**config.mk**
```make
export PLATFORM = sky130hd
export DESIGN_NAME = uart_tx_arbiter
export DESIGN_NICKNAME = d
export VERILOG_FILES = /design/src/rtl/uart_tx_arbiter.sv
export SDC_FILE = /design/constraint.sdc
export NUM_CORES = 1
export LEC_CHECK = 0
export BUFFER_PORTS_ARGS = -buffer_cell sky130_fd_sc_hd__buf_4
export CAP_MARGIN = 20
export CORE_MARGIN = 2
export CORE_UTILIZATION = 50
export CTS_CLUSTER_DIAMETER = 120
export DETAILED_ROUTE_END_ITERATION = 7
export PLACE_DENSITY = 0.83
export SETUP_SLACK_MARGIN = 0.5
export SYNTH_ARGS = -nofsm -noshare
export SYNTH_HDL_FRONTEND = slang
export SYNTH_SLANG_ARGS = --single-unit
```
**constraint.sdc**
```tcl
create_clock -name clk -period 4.9 [get_ports clk]
set_clock_uncertainty 0.1 [all_clocks]
set_input_delay 0.98 -clock clk [delete_from_list [all_inputs] [get_ports clk]]
set_output_delay 0.98 -clock clk [all_outputs]
set_load 0.02 [all_outputs]
```
**src/rtl/uart_tx_arbiter.sv**
```systemverilog
// uart_tx_arbiter: round-robin arbiter letting NUM_REQ requesters share one
// uart_transmitter. One frame per grant; the owner's frame is latched on the
// grant edge and the transmitter's busy handshake is tracked with a timeout.
module uart_tx_arbiter #(
    parameter int NUM_REQ      = 4,
    parameter int DATA_WIDTH   = 8,
    parameter int BUSY_TIMEOUT = 15
) (
    input  logic                          clk,
    input  logic                          reset,
    input  logic [NUM_REQ-1:0]            req_valid,
    input  logic [NUM_REQ*DATA_WIDTH-1:0] req_data,
    output logic [NUM_REQ-1:0]            req_ready,
    output logic                          tx_sending,
    output logic [DATA_WIDTH-1:0]         tx_data,
    input  logic                          tx_busy,
    output logic [$clog2(NUM_REQ)-1:0]    grant_id,
    output logic                          active,
    output logic                          timeout_err
);

    localparam int             GW       = $clog2(NUM_REQ);
    localparam logic [GW:0]    NREQ     = (GW+1)'(NUM_REQ);
    localparam logic [7:0]     TO_LIMIT = 8'(BUSY_TIMEOUT);
    localparam logic [GW-1:0]  LG_RESET = GW'(NUM_REQ - 1);

    typedef enum logic [1:0] {IDLE, ISSUE, WAIT_BUSY, WAIT_DONE} state_t;

    state_t        state, state_nxt;
    logic [GW-1:0] last_grant;
    logic [GW-1:0] win_idx;
    logic          win_found;
    logic [GW:0]   cand;
    logic [7:0]    to_cnt;
    logic          grant_load;
    logic          to_fire;

    // Round-robin search: start just after the last winner and wrap around.
    // The sum last_grant+i stays below 2*NUM_REQ, so one subtraction wraps it.
    always_comb begin
        win_found = 1'b0;
        win_idx   = '0;
        cand      = '0;
        for (int i = 1; i <= NUM_REQ; i++) begin
            cand = {1'b0, last_grant} + (GW+1)'(i);
            if (cand >= NREQ) cand = cand - NREQ;
            if (!win_found && req_valid[cand[GW-1:0]]) begin
                win_found = 1'b1;
                win_idx   = cand[GW-1:0];
            end
        end
    end

    // State register; reset wins over any transition.
    always_ff @(posedge clk) begin
        if (reset) state <= IDLE;
        else       state <= state_nxt;
    end

    // Next-state logic plus the grant-load and timeout strobes.
    always_comb begin
        state_nxt  = state;
        grant_load = 1'b0;
        to_fire    = 1'b0;
        case (state)
            IDLE: begin
                // A busy transmitter (e.g. a frame left over from before a
                // reset) blocks new grants entirely.
                if (!tx_busy && win_found) begin
                    grant_load = 1'b1;
                    state_nxt  = ISSUE;
                end
            end
            ISSUE:     state_nxt = WAIT_BUSY;
            WAIT_BUSY: begin
                if (tx_busy) begin
                    state_nxt = WAIT_DONE;
                end else if (to_cnt + 8'd1 == TO_LIMIT) begin
                    // Give up on this frame; it is not retried.
                    to_fire   = 1'b1;
                    state_nxt = IDLE;
                end
            end
            WAIT_DONE: if (!tx_busy) state_nxt = IDLE;
            default:   state_nxt = IDLE;
        endcase
    end

    // Grant bookkeeping, latched frame, busy timeout counter and sticky error.
    always_ff @(posedge clk) begin
        if (reset) begin
            tx_data     <= '0;
            grant_id    <= '0;
            last_grant  <= LG_RESET;
            to_cnt      <= '0;
            timeout_err <= 1'b0;
        end else begin
            if (grant_load) begin
                tx_data    <= req_data[win_idx*DATA_WIDTH +: DATA_WIDTH];
                grant_id   <= win_idx;
                last_grant <= win_idx;
            end
            if (state == WAIT_BUSY && !tx_busy && !to_fire) to_cnt <= to_cnt + 8'd1;
            else                                            to_cnt <= '0;
            if (to_fire) timeout_err <= 1'b1;
        end
    end

    // ISSUE is the only state that pulses the transmitter and the owner.
    assign tx_sending = (state == ISSUE);
    assign req_ready  = tx_sending ? ({{(NUM_REQ-1){1'b0}}, 1'b1} << grant_id) : '0;
    assign active     = (state != IDLE);

endmodule

```
==> reports/results.txt, run 1 <==
TritonCTS Buffers: 3
Worst-path clk slew: 0.13 ns
Antenna-violating nets left: 0
Worst setup path class: primary input to flip-flop
Status: finished, final reports clean
Worst setup EP type: flip-flop
N_diodes: 0
Register area share after synthesis: 35.4%
Crit-path max FO: 17
Core area: 0.00248 mm²
Fin. max-slew vios: 0
Post-route setup TNS: 0 ns
Most frequent cells in the layout: buf_4, dfxtp_1, nand2_1
MaxCap Viol Count: 0
Avg WL per Cell: 13.0 µm
Die area: 0.00302 mm²
CP required: 5.01 ns
DRT iter0 DRCs: 12
Tcrit/Tclk final: 56.7%
Total wire length: 2870 µm
Final Hold Fails: 0
Largest net degree at the start of global routing: 20
Max rail drop VDD: 0.202 mV
RSZ-0062 raised after global routing: no
Most common cell after layout, fill and taps aside: buf_4
Mapped Avg Cell Area: 9.56 µm²
I/O Pins: 56
Post-layout min period: 2.78 ns
Leak: 0.795 nW
Post-synthesis cell count: 136
DR DRC count: 0
Syn Nets: 177
Post-CTS setup buffer count: 0
Hold buffers post-CTS: 0
# clock sinks: 23
Hold WC Path Type: flip-flop to flip-flop
Area grow syn2layout: 33.2%
PwrDens: 281 mW/mm²
Slew HR: 35.3%
Initial Util: 52.5%
First-pass GRT wire length: 4410 µm
Post-CTS sizing: 0
CP Data Arrival Time: 2.89 ns
Final worst slack: 2.12 ns
DR pass1 iterations: 4
Yosys reg bits: 23
Share of layout cells above drive strength 1: 40.8%
Worst Tran Pin Value: 0.970 ns
Asr flop ratio synth: 0%
Max clock buf depth: 2
Top-area cell type share of the netlist area: 35.4%
Yosys cell types: 38
Clock latency on the worst-skew pair: 0.31 ns
Fillers: 205
Area of the multi-input gates: 774 µm²
Gpl congestion: 0.726
Pre-CTS setup slack: 1.79 ns
Root Driver: clkbuf_4
Post-synth top area cell: dfxtp_1
Routed vias/inst: 5.53
HPWL Detailed: 2300 µm
Vias in the first global route: 1041
Largest cells by area after synthesis: dfxtp_1, mux2_4, a221o_1, mux2_2, nor3b_1
Yosys Warn Count: 0
Initial antenna violation count: 0
I/O Buffers: 55
Dpl cell area: 0.00171 mm²
Global router's overall resource usage: 20.3%
Nets: 233
Via count: 1223
CTS H-tree depth: 1
Post-synthesis cell area: 0.00130 mm²
Register area: 460 µm²
Worst Setup Start Kind: primary input
Max Freq: 0.360 GHz
Die H: 55.0 µm
EDFF count, synth: 0
Die X: 55.0 µm
Final Setup Violations: 0
Design area: 0.00173 mm²
Primary FF master, synth: dfxtp_1
Row count: 18
Overflow after GRT: 0
TritonCTS clock tree: built
## kinds of logic (layout without fill, tap and decap cells)
group | count (synthesis) | in the layout | share of synthesized area [%]
AND/OR/NAND/NOR | 56 | 56 | 23.5
buffers and inverters | 9 | 64 | 5.00
XOR/XNOR | 4 | 4 | 2.70
adder cells (fa/ha/maj) | 2 | 2 | 1.92
multiplexers | 17 | 17 | 17.2
flip-flops | 23 | 23 | 35.4
AO/OA/AOI/OAI | 25 | 25 | 14.2
## final timing paths
kind | start | endpoint | slack (ns) | cells after the start
setup / recovery | req_valid[3] | tx_data[4]$_SDFFE_PP0P_ | 2.12 | 6
hold / removal | timeout_err$_SDFFE_PP0P_ | timeout_err$_SDFFE_PP0P_ | 0.38 | 2
setup reg to reg | last_grant[1]$_SDFFE_PP1P_ | tx_data[4]$_SDFFE_PP0P_ | 2.50 | 5
hold reg to reg | timeout_err$_SDFFE_PP0P_ | timeout_err$_SDFFE_PP0P_ | 0.38 | 2
## cells in the mapped netlist, types with 2 or more instances
| library cell | n |
|---|---|
| a21o_1 | 2 |
| a21oi_1 | 7 |
| a221o_1 | 8 |
| buf_6 | 2 |
| dfxtp_1 | 23 |
| ha_1 | 2 |
| inv_1 | 4 |
| mux2_2 | 7 |
| mux2_4 | 9 |
| nand2_1 | 14 |
| nand3_1 | 3 |
| nand3b_1 | 2 |
| nor2_1 | 10 |
| nor2b_1 | 2 |
| nor3_1 | 5 |
| nor3b_1 | 10 |
| o21ai_0 | 2 |
| or3_1 | 2 |
| xor2_1 | 3 |
## through the flow
step / util [%] / power [mW] / hold slack (ns) / instances
finish: 69.9 / 0.486 / 0.382 / 221
global route: 69.9 / 0.510 / 0.424 / 221
floorplan: - / 0.345 / 0.341 / 136
CTS: 69.9 / 0.487 / 0.387 / 221
detailed placement: 68.8 / 0.402 / 0.369 / 217
global placement: 68.6 / 0.395 / 0.359 / 216
## final cells by class
| type | instances | area share [%] |
|---|---|---|
| flip-flops and latches | 23 | 26.6 |
| multi-input cells | 104 | 44.7 |
| repair buffers | 56 | 24.1 |
| clock buffers | 4 | 1.52 |
| well taps | 30 | 2.17 |
| inverters | 4 | 0.867 |
## state kept, by name, summed over array words and instances (netlist names)
signal and cells:
to_cnt 8, tx_data 8, grant_id 2, last_grant 2, state 2, timeout_err 1
## worst max-delay path, cell delays in order
cell and delay, ns:
buf_4 0.13, nand3b_1 0.15, o21ai_1 0.09, a311o_1 0.77
mux2_2 0.43, a221o_1 0.33
## layer usage
| metal | GRT usage [%] | vias to the layer above | part of all wire [%] |
|---|---|---|---|
| met2 | 33.3 | 45 | 47 |
| met3 | 4.84 | 2 | 7.6 |
| met1 | 26.4 | 570 | 45 |
| met4 | 6.10 | 0 | 0.42 |
| li1 | - | 606 | - |
| met5 | 0 | - | 0 |
## power by group
group | leakage, nW | switching, mW | internal (mW) | total [mW]
combinational | 0.592 | 0.0804 | 0.0967 | 0.177
clock | 0.0150 | 0.0568 | 0.0318 | 0.0886
sequential | 0.188 | 0.0156 | 0.205 | 0.221
(Power assumes the default switching activity.)
==> run 2: changes to the inputs <==
--- a/config.mk
+++ b/config.mk
@@ -5,13 +5,14 @@
 export SDC_FILE = /design/constraint.sdc
 export NUM_CORES = 1
 export LEC_CHECK = 0
+export ABC_AREA = 1
 export BUFFER_PORTS_ARGS = -buffer_cell sky130_fd_sc_hd__buf_4
 export CAP_MARGIN = 20
 export CORE_MARGIN = 2
-export CORE_UTILIZATION = 50
+export CORE_UTILIZATION = 51
 export CTS_CLUSTER_DIAMETER = 120
 export DETAILED_ROUTE_END_ITERATION = 7
-export PLACE_DENSITY = 0.83
+export PLACE_DENSITY = 0.8
 export SETUP_SLACK_MARGIN = 0.5
 export SYNTH_ARGS = -nofsm -noshare
 export SYNTH_HDL_FRONTEND = slang
==> constraint.sdc (replaced) <==
create_clock -name clk -period 2.9 [get_ports clk]
set_clock_uncertainty 0.1 [all_clocks]
set_input_delay 0.58 -clock clk [delete_from_list [all_inputs] [get_ports clk]]
set_output_delay 0.58 -clock clk [all_outputs]
set_load 0.02 [all_outputs]
==> run 2 against run 1 <==
Net effect: non-clock buffer count down 1; worst hold slack worse by 0.078 ns; clock power up 79%; power rose to 5.2 times the previous value; synthesized area up 32%; critical path type is now flip-flop to flip-flop; setup slack worse by 1.3 ns; routed wire length up 28%; critical path depth up 7; register-to-register slack worse by 1.7 ns; flip-flop and latch count unchanged; cell area up 25%.
==> reports/results.txt, run 2 <==
Antenna-violating nets left: 0
Top flop regs: to_cnt x8, tx_data x8
Yosys Warn Count: 0
Worst path slowest cell: dfxtp_1
Placed insts: 349
Post-synth top area cell: dfxtp_1
Final Setup Violations: 0
First-pass GRT wire length: 5800 µm
Most frequent cell after synthesis: nand2_1
Clk network pwr share: 6.4%
Max stage delay on crit path: 0.56 ns
Fin. max-slew vios: 0
EDFF count, synth: 0
Via count: 1680
Vias in the first global route: 1400
Die H: 62.1 µm
Yosys cell types: 28
Sw Ratio: 55.8%
Yosys reg bits: 23
Cell Int Power: 1.11 mW
TritonCTS clock tree: built
DRT iter0 DRCs: 47
RSZ-0062 raised after global routing: no
Syn Nets: 294
Tcrit/Tclk final: 72.1%
Post-route setup TNS: 0 ns
Overflow after GRT: 0
Gpl congestion: 0.860
Max clock buf depth: 2
Register area share after synthesis: 26.8%
Largest net degree at the start of global routing: 19
N_diodes: 0
Worst setup path class: flip-flop to flip-flop
Die area: 0.00385 mm²
Die X: 62.1 µm
Hold WC Path Type: primary input to flip-flop
Most common cell after layout, fill and taps aside: nand2_1
CP Data Arrival Time: 2.23 ns
Final Hold Fails: 0
Flop pwr share: 20.7%
Leak: 1.15 nW
Largest cells by area after synthesis: dfxtp_1, nand2_1, nand3_1, inv_1, nand2_2
Final Non-Filler Cells: 353
Top-area cell type share of the netlist area: 26.8%
I/O Buffers: 55
HPWL Detailed: 3020 µm
Mux cell area share after synthesis: 0%
Hold buffers post-CTS: 0
# clock sinks: 23
Crit-path max FO: 8
Initial antenna violation count: 0
TritonCTS Buffers: 3
Worst Setup Start Kind: flip-flop
DR pass1 iterations: 4
Slew HR: 71.7%
Routed vias/inst: 4.76
Avg WL per Cell: 10.4 µm
Row count: 21
Post-synthesis adder-cell area fraction: 1.45%
MaxCap Viol Count: 0
Global router's overall resource usage: 20.1%
Net switching power figure: 1.40 mW
I/O Pins: 56
Logic gate share of total power: 72.9%
Status: finished, final reports clean
Core area: 0.00328 mm²
CTS H-tree depth: 1
Share of layout cells above drive strength 1: 33.2%
Post-synthesis cell area: 0.00172 mm²
Worst path buffer plus inverter count: 1
Asr flop ratio synth: 0%
Area grow syn2layout: 25.7%
Flop2flop setup slack: 0.81 ns
Worst setup EP type: flip-flop
Total wire length: 3670 µm
Nets: 349
Simple-gate share of the synthesized area: 48.8%
Max rail drop VDD: 1.00 mV
Synth Area in XOR/XNOR: 3.05%
Largest family of logic cells by synthesized area: simple AND/OR/NAND/NOR gates
Mapped Avg Cell Area: 6.80 µm²
Primary FF master, synth: dfxtp_1
Final Util: 65.8%
DR DRC count: 0
Worst Tran Pin Value: 0.424 ns
Power, Total: 2.51 mW
Root Driver: clkbuf_4
Crit path max-delay family: simple AND/OR/NAND/NOR gates
Worst-path clk slew: 0.14 ns
Post-synthesis cell count: 253
Most frequent cells in the layout: nand2_1, buf_4, inv_1
Most frequent CP cell: nand2_1
Max Freq: 0.478 GHz
Initial Util: 52.4%
Final hold slack: 0.305 ns
Clock latency on the worst-skew pair: 0.33 ns
CP required: 3.04 ns
PwrDens: 1160 mW/mm²
Post-layout min period: 2.09 ns
Compound-cell area share of the yosys netlist: 6.18%
Synth top cells by count: nand2_1, inv_1, nand3_1, nor2_1, dfxtp_1
Crit-path cells: inv_4 > nand2_1 > nand2_2 > nand2_2 > nand2_4 > nor2_4 > nand2_1 > nor2_1 > nand2_1 > nand2_2 > nand2_1 > nor2_1 > nor2_2
-- run 2: cell count changes after synthesis, sizes merged, moves of 3 or more --
cell | previous run | this run
nand2 | 14 | 90
inv | 4 | 43
nand3 | 3 | 32
mux2 | 16 | 0
nor2 | 11 | 27
nor3b | 11 | 0
o21a | 0 | 9
a221o | 8 | 0
a21oi | 7 | 3
nand4 | 0 | 3
o21ai | 3 | 0
-- run 2: cell type report --
type	count	area, µm²
clock inverter	1	5.00
multi-input combinational	182	1020
timing repair buffer	55	413
tap	46	57.6
clock buffer	3	22.5
inverter	43	179
sequential	23	462
fill	310	1120
-- run 2: path summary, 6_finish.rpt --
check                                  start                        to  depth (start not counted)
hold reg to reg         to_cnt[0]$_SDFF_PP0_      to_cnt[0]$_SDFF_PP0_                          1
hold / removal                         reset  grant_id[1]$_SDFFE_PP0P_                          2
setup reg to reg  last_grant[1]$_SDFFE_PP1P_   tx_data[7]$_SDFFE_PP0P_                         13
setup / recovery  last_grant[1]$_SDFFE_PP1P_   tx_data[7]$_SDFFE_PP0P_                         13
-- run 2: metrics by stage --
stage	setup slack (ns)	instance area, µm²
after floorplan	0.917	1720
after global placement	0.719	2130
after detailed placement	0.604	2130
after CTS	0.604	2160
after global routing	0.621	2160
final	0.808	2160
-- run 2: cells by family after synthesis --
family | Yosys count
and+or+nand+nor | 159
buffers and inverters | 48
DFF | 23
AOI/OAI and AO/OA | 15
xor gates and xnor gates | 6
adders and majority gates | 2
-- run 2: power groups by stage --
stage	Clock [mW]	Sequential [mW]	Combinational [mW]
detailed placement	0	0.526	1.84
global placement	0	0.523	1.81
global route	0.165	0.532	2.05
CTS	0.163	0.518	1.85
floorplan	0	0.545	1.52
finish	0.159	0.520	1.83
-- run 2: what timing repair did --
action	4_1_cts	5_1_grt
gates resized for setup	0	1
endpoints found under the setup margin	0	6
buffers inserted	0	0
-- run 2: routing by layer --
layer  part of all wire (%)  vias up  global-route usage [%]
met3                    4.7        4                    2.28
met2                     49       47                    33.2
li1                       -      893                       -
met4                    1.4        0                    6.38
met1                     45      736                    27.5
met5                      0        -                       0
